==> src/rtl/bt656_stream_decoder.sv <==
// BT.656 drain-side decoder: finds EAV/SAV timing codes, repacks active 4:2:2 words
// into {chroma,luma} beats with SOF/EOL markers, and tracks line/field statistics.
module bt656_stream_decoder #(
  parameter int DW         = 10,
  parameter bit CHECK_PROT = 1'b1,
  parameter int LCW        = 12
) (
  input  logic            clk_i,
  input  logic            rstn_i,
  input  logic [DW-1:0]   bt_data_i,
  output logic [2*DW-1:0] m_tdata_o,
  output logic            m_tvalid_o,
  input  logic            m_tready_i,
  output logic            m_tuser_o,
  output logic            m_tlast_o,
  output logic            field_o,
  output logic [LCW-1:0]  line_len_o,
  output logic [LCW-1:0]  field_lines_o,
  input  logic            clr_i,
  output logic            hdr_err_o,
  output logic            odd_err_o,
  output logic            ovf_err_o
);

  typedef enum logic [2:0] {S_SEARCH, S_P1, S_P2, S_XY, S_ACTIVE} state_t;

  localparam logic [LCW-1:0] CNT_MAX = '1;

  state_t          r_state, w_state_next;
  logic [DW-1:0]   r_d1;
  logic [7:0]      w_code;
  logic            w_is_ff, w_is_00, w_f, w_v, w_h, w_hdr_ok;
  logic            w_hdr_bad, w_hdr_good, w_eol, w_word;

  logic [DW-1:0]   r_chroma;
  logic            r_phase;
  logic [2*DW-1:0] r_hold;
  logic            r_hold_valid, r_hold_user, r_sof_pend;
  logic [LCW-1:0]  r_pair_cnt, r_line_cnt, r_line_len, r_field_lines;
  logic [2*DW-1:0] r_tdata;
  logic            r_tvalid, r_tuser, r_tlast, r_field;
  logic            r_hdr_err, r_odd_err, r_ovf_err;

  assign w_code   = r_d1[DW-1:DW-8];
  assign w_is_ff  = (w_code == 8'hFF);
  assign w_is_00  = (w_code == 8'h00);
  assign w_f      = w_code[6];
  assign w_v      = w_code[5];
  assign w_h      = w_code[4];
  assign w_hdr_ok = w_code[7] &&
                    (!CHECK_PROT || (w_code[3:0] == {w_v ^ w_h, w_f ^ w_h, w_f ^ w_v, w_f ^ w_v ^ w_h}));

  always_ff @(posedge clk_i) begin
    if (!rstn_i) r_state <= S_SEARCH;
    else         r_state <= w_state_next;
  end

  always_comb begin
    w_state_next = r_state;
    w_hdr_bad    = 1'b0;
    w_hdr_good   = 1'b0;
    w_eol        = 1'b0;
    w_word       = 1'b0;
    case (r_state)
      S_SEARCH: if (w_is_ff) w_state_next = S_P1;
      S_P1:     w_state_next = w_is_00 ? S_P2 : S_SEARCH;
      S_P2:     w_state_next = w_is_00 ? S_XY : S_SEARCH;
      S_XY: begin
        if (!w_hdr_ok) begin
          w_hdr_bad    = 1'b1;
          w_state_next = S_SEARCH;
        end else begin
          w_hdr_good   = 1'b1;
          w_state_next = (!w_h && !w_v) ? S_ACTIVE : S_SEARCH;
        end
      end
      S_ACTIVE: begin
        if (w_is_ff) begin
          w_eol        = 1'b1;
          w_state_next = S_P1;
        end else begin
          w_word = 1'b1;
        end
      end
      default: w_state_next = S_SEARCH;
    endcase
  end

  // One pair is always held back so the last pair of a line can carry tlast at the FF.
  always_ff @(posedge clk_i) begin
    if (!rstn_i) begin
      r_d1          <= '0;
      r_chroma      <= '0;
      r_phase       <= 1'b0;
      r_hold        <= '0;
      r_hold_valid  <= 1'b0;
      r_hold_user   <= 1'b0;
      r_sof_pend    <= 1'b0;
      r_pair_cnt    <= '0;
      r_line_cnt    <= '0;
      r_line_len    <= '0;
      r_field_lines <= '0;
      r_tdata       <= '0;
      r_tvalid      <= 1'b0;
      r_tuser       <= 1'b0;
      r_tlast       <= 1'b0;
      r_field       <= 1'b0;
      r_hdr_err     <= 1'b0;
      r_odd_err     <= 1'b0;
      r_ovf_err     <= 1'b0;
    end else begin
      r_d1     <= bt_data_i;
      r_tvalid <= 1'b0;
      r_tuser  <= 1'b0;
      r_tlast  <= 1'b0;

      if (w_hdr_good) begin
        r_field <= w_f;
        if (w_v) begin
          r_sof_pend <= 1'b1;
          if (r_line_cnt != '0) begin
            r_field_lines <= r_line_cnt;
            r_line_cnt    <= '0;
          end
        end
        if (!w_h && !w_v) begin
          r_pair_cnt   <= '0;
          r_phase      <= 1'b0;
          r_hold_valid <= 1'b0;
        end
      end

      if (w_word) begin
        if (!r_phase) begin
          r_chroma <= r_d1;
          r_phase  <= 1'b1;
        end else begin
          r_phase <= 1'b0;
          if (r_hold_valid) begin
            r_tdata  <= r_hold;
            r_tvalid <= 1'b1;
            r_tuser  <= r_hold_user;
          end
          r_hold       <= {r_chroma, r_d1};
          r_hold_valid <= 1'b1;
          r_hold_user  <= r_sof_pend;
          r_sof_pend   <= 1'b0;
          r_pair_cnt   <= (r_pair_cnt == CNT_MAX) ? r_pair_cnt : r_pair_cnt + 1'b1;
        end
      end

      if (w_eol) begin
        if (r_hold_valid) begin
          r_tdata  <= r_hold;
          r_tvalid <= 1'b1;
          r_tuser  <= r_hold_user;
          r_tlast  <= 1'b1;
        end
        r_hold_valid <= 1'b0;
        r_phase      <= 1'b0;
        r_line_len   <= r_pair_cnt;
        if (r_pair_cnt != '0 && r_line_cnt != CNT_MAX) r_line_cnt <= r_line_cnt + 1'b1;
      end

      r_hdr_err <= w_hdr_bad | (r_hdr_err & ~clr_i);
      r_odd_err <= (w_eol & r_phase) | (r_odd_err & ~clr_i);
      r_ovf_err <= (r_tvalid & ~m_tready_i) | (r_ovf_err & ~clr_i);
    end
  end

  assign m_tdata_o     = r_tdata;
  assign m_tvalid_o    = r_tvalid;
  assign m_tuser_o     = r_tuser;
  assign m_tlast_o     = r_tlast;
  assign field_o       = r_field;
  assign line_len_o    = r_line_len;
  assign field_lines_o = r_field_lines;
  assign hdr_err_o     = r_hdr_err;
  assign odd_err_o     = r_odd_err;
  assign ovf_err_o     = r_ovf_err;

endmodule
==> config.mk <==
export PLATFORM = sky130hd
export DESIGN_NAME = bt656_stream_decoder
export DESIGN_NICKNAME = d
export VERILOG_FILES = /design/src/rtl/bt656_stream_decoder.sv
export SDC_FILE = /design/constraint.sdc
export NUM_CORES = 1
export LEC_CHECK = 0
export CAP_MARGIN = 5
export CORE_ASPECT_RATIO = 0.5
export CORE_UTILIZATION = 35
export CTS_BUF_LIST = sky130_fd_sc_hd__clkbuf_4 sky130_fd_sc_hd__clkbuf_8
export DETAILED_ROUTE_END_ITERATION = 16
export GPL_TIMING_DRIVEN = 0
export PLACE_DENSITY = 0.66
export SLEW_MARGIN = 20
export SYNTH_ARGS = -nofsm -noshare
export SYNTH_HDL_FRONTEND = slang
export SYNTH_SLANG_ARGS = --single-unit
==> constraint.sdc <==
create_clock -name clk_i -period 2.9 [get_ports clk_i]
set_input_delay 0.58 -clock clk_i [delete_from_list [all_inputs] [get_ports clk_i]]
set_output_delay 0.58 -clock clk_i [all_outputs]
set_load 0.005 [all_outputs]
==> flow_summary.json <==
{
  "path_max_fanout": 9,
  "vias": 4334,
  "root_buffer": "clkbuf_8",
  "r2r_end": "r_pair_cnt[11]",
  "clkSlewWorstSetupHoldPaths_ps": 80,
  "start_util_pct": 36.58,
  "synthMuxAreaShare_pct": 7.903,
  "min_path_cells": 2,
  "grt_use_total_pct": 16.47,
  "drive_gt1_share_pct": 7.154,
  "port_buffers": 64,
  "fin_nets": 678,
  "hp-start": "r_hold[14]",
  "p_per_area_nw_per_um2": 520.9,
  "min_path_type": "reg2reg",
  "first_iter_violations": 295,
  "crit_chain": "inv_1 -> ha_1 -> xor2_1 -> nor4b_2 -> nand3_1 -> a2111oi_2 -> o31ai_1",
  "skew_ps": 13.69,
  "vdd_drop_max_mv": 0.2461,
  "grt_pass1_wl_um": 19240,
  "critPathSlowestCell": "a2111oi_2",
  "via_per_inst": 5.022,
  "power.leakage_nw": 2.350,
  "post_cts_resized": 0,
  "met2_length_um": 5551,
  "ys_ff_latch": 122,
  "r2r_start": "r_d1[6]",
  "seq_area_frac_synth_pct": 48.21,
  "maxCapViolCount": 0,
  "synthTopCellsByArea": "dfxtp_1 48%, nand2_1 7.9%, mux2i_1 7.9%",
  "clock_sinks": 122,
  "synth_cell_type_count": 61,
  "yosysWarnings": 0,
  "layout-area-overhead-vs-synth_pct": 25.56,
  "synth_edf_count": 0,
  "synth_top_area_cell": "dfxtp_1",
  "setup_ws_ps": 206.9,
  "post_cts_buffers": 0,
  "end_kind": "flop",
  "period_minus_slack_ps": 2693,
  "fin_setup_tns_ps": 0,
  "dpl_cell_area_um2": 5947,
  "synthAdderAreaFrac_pct": 1.482,
  "wl_per_cell_um": 13.89,
  "htreeDepth": 4,
  "numCtsBuffers": 17,
  "cp.required_ps": 3180,
  "critPathLaunchType": "flop",
  "syn_nets": 595,
  "synth-simple-area-share_pct": 24.43,
  "io-pin-count": 65,
  "n_antenna_cell": 0,
  "drc": 0,
  "die_y_um": 87.07,
  "grt_max_degree": 17,
  "wl_met3_um": 479,
  "cts_tree": "yes",
  "std_cell_rows": 30,
  "dp_hpwl_um": 8554,
  "synthXorXnorAreaFrac_pct": 0.8644,
  "finalCoreUtilization_pct": 45.93,
  "period_share_pct": 92.87,
  "min_to": "r_hold[14]",
  "synth_area_um2": 5066,
  "async_flop_share_pct": 0,
  "cts.path.max_buffers": 2,
  "outcome": "finished clean",
  "routed.top_layer": "met4",
  "rsz0062_at_grt": "false",
  "synth_top_family_by_area": "simple AND/OR/NAND/NOR gates",
  "dp_slack_ps": 191.5,
  "synthTopCellsByCount": "122 x dfxtp_1, 107 x nand2_1, 41 x nor2_1",
  "fin_area_um2": 6361,
  "dr.pass1.iters": 5,
  "syn_area_per_cell_um2": 8.811,
  "path_class": "reg2reg",
  "place_congestion": 0.9015,
  "slowest_delay_ps": 780,
  "antenna_found_initial": 0,
  "die-area_um2": 14990,
  "critPathArrivalTime_ps": 2970,
  "fillCellCount": 1357,
  "synth_ff_type": "dfxtp_1",
  "grt_overflow_total": 0,
  "ant_nets": 0,
  "hold_violations": 0,
  "reg2reg_depth": 7,
  "cts_hold_buffers": 0,
  "grt_pass1_vias": 4025,
  "rrSetupSlack_ps": 210,
  "slew_viol_final": 0,
  "synth.most_common_cell": "dfxtp_1",
  "cp_num_buf_inv": 1,
  "met1_length_um": 5847,
  "synth_cells": 575,
  "die_w_um": 172.1,
  "yosysTopAreaCellShare_pct": 48.21,
  "path_delay_family": "compound AO/OA/AOI/OAI gates",
  "relSlewSlack_pct": 42.38,
  "core_area_um2": 13850,
  "synth-compound-area-share_pct": 12.97,
  "worstMarginPinSlew_ps": 862.7,
  "drt_wl_total_um": 11990,
  "max_freq_ghz": 0.3713,
  "clock_latency_ps": 430,
  "setup_violations": 0
}
==> worst reg2reg max path, stage by stage (launching register included) <==
cell	delay, ps
dfxtp_1	510
inv_1	110
ha_1	320
xor2_1	160
nor4b_2	350
nand3_1	170
a2111oi_2	780
o31ai_1	150
==> through the flow <==
step | hold slack (ps) | power, mW | instances
global placement | 440.5 | 1.823 | 831
global route | 465.3 | 3.423 | 863
finish | 454.6 | 3.314 | 863
floorplan | 429.6 | 1.781 | 575
detailed placement | 446.6 | 1.824 | 831
CTS | 456.3 | 3.337 | 863
==> routing by layer <==
layer  track usage [%]  vias up
li1                  -     2189
met1             21.22     2047
met2             27.46       87
met3             3.953       11
met4             4.827        0
met5                 0        -
==> flip-flops by register name, indices dropped and copies added, names as in the netlist, 3 cells and up <==
| register | cells |
|---|---|
| field_lines_o | 12 |
| line_len_o | 12 |
| m_tdata_o | 20 |
| r_chroma | 10 |
| r_d1 | 10 |
| r_hold | 20 |
| r_line_cnt | 12 |
| r_pair_cnt | 12 |
| r_state | 3 |
==> cells by family (layout without fill, tap and decap cells) <==
kind of cell,after synthesis,in the layout
and+or+nand+nor,253,253
muxes,40,40
xor gates and xnor gates,5,5
DFF,122,122
buffers and inverters,50,146
AOI/OAI and AO/OA,99,99
adders and majority gates,6,6
==> report_power, final <==
group	total (mW)	internal (mW)	switching [mW]	leakage, nW
Clock	1.53	0.815	0.713	0.198
Combinational	0.0942	0.0348	0.0594	1.17
Sequential	1.69	1.68	0.0100	0.985
Total	3.31	2.53	0.783	2.35
==> area by class of cell <==
cell class	instances	area, um2	share of cell area (%)
Clock buffer	19	261.5	4.111
Sequential cell	122	2442	38.39
Clock inverter	13	145.1	2.282
Timing Repair Buffer	64	640.6	10.07
Tap cell	192	240.2	3.777
Inverter	15	56.30	0.8851
Multi-Input combinational cell	403	2421	38.06
Buffer	35	153.9	2.419
==> how the worst max path moves through the flow <==
stage,to,slack (ps),startpoint,cells past startpoint
2_1_floorplan,field_lines_o[4],650,r_d1[7],9
3_3_place_gp,field_lines_o[2],250,r_d1[6],8
3_5_place_dp,field_lines_o[2],190,r_d1[6],8
4_1_cts,field_lines_o[2],160,r_d1[6],8
5_1_grt,r_pair_cnt[2],80,r_d1[6],7
6_report,r_pair_cnt[11],210,r_d1[6],7
==> layout by cell type (no fill, tap or decap), types with 3 or more instances in the layout <==
cell type	count
o31ai_1	14
o22ai_1	3
o21ai_0	9
clkbuf_1	25
nor3_1	12
clkdlybuf4s50_1	64
nand4_1	11
a21oi_1	37
clkbuf_8	19
clkinvlp_4	3
o211ai_1	3
ha_1	6
nor2_1	41
and3_1	4
mux2i_1	40
dfxtp_1	122
buf_2	6
or4_1	5
o221ai_1	4
inv_1	14
nand2b_1	4
nand3_1	23
nand4b_1	4
nand2_1	107
clkinv_4	5
and2_1	15
xor2_1	5
a31oi_1	3
nor4_1	8
Power figures use the tool's default switching activity.
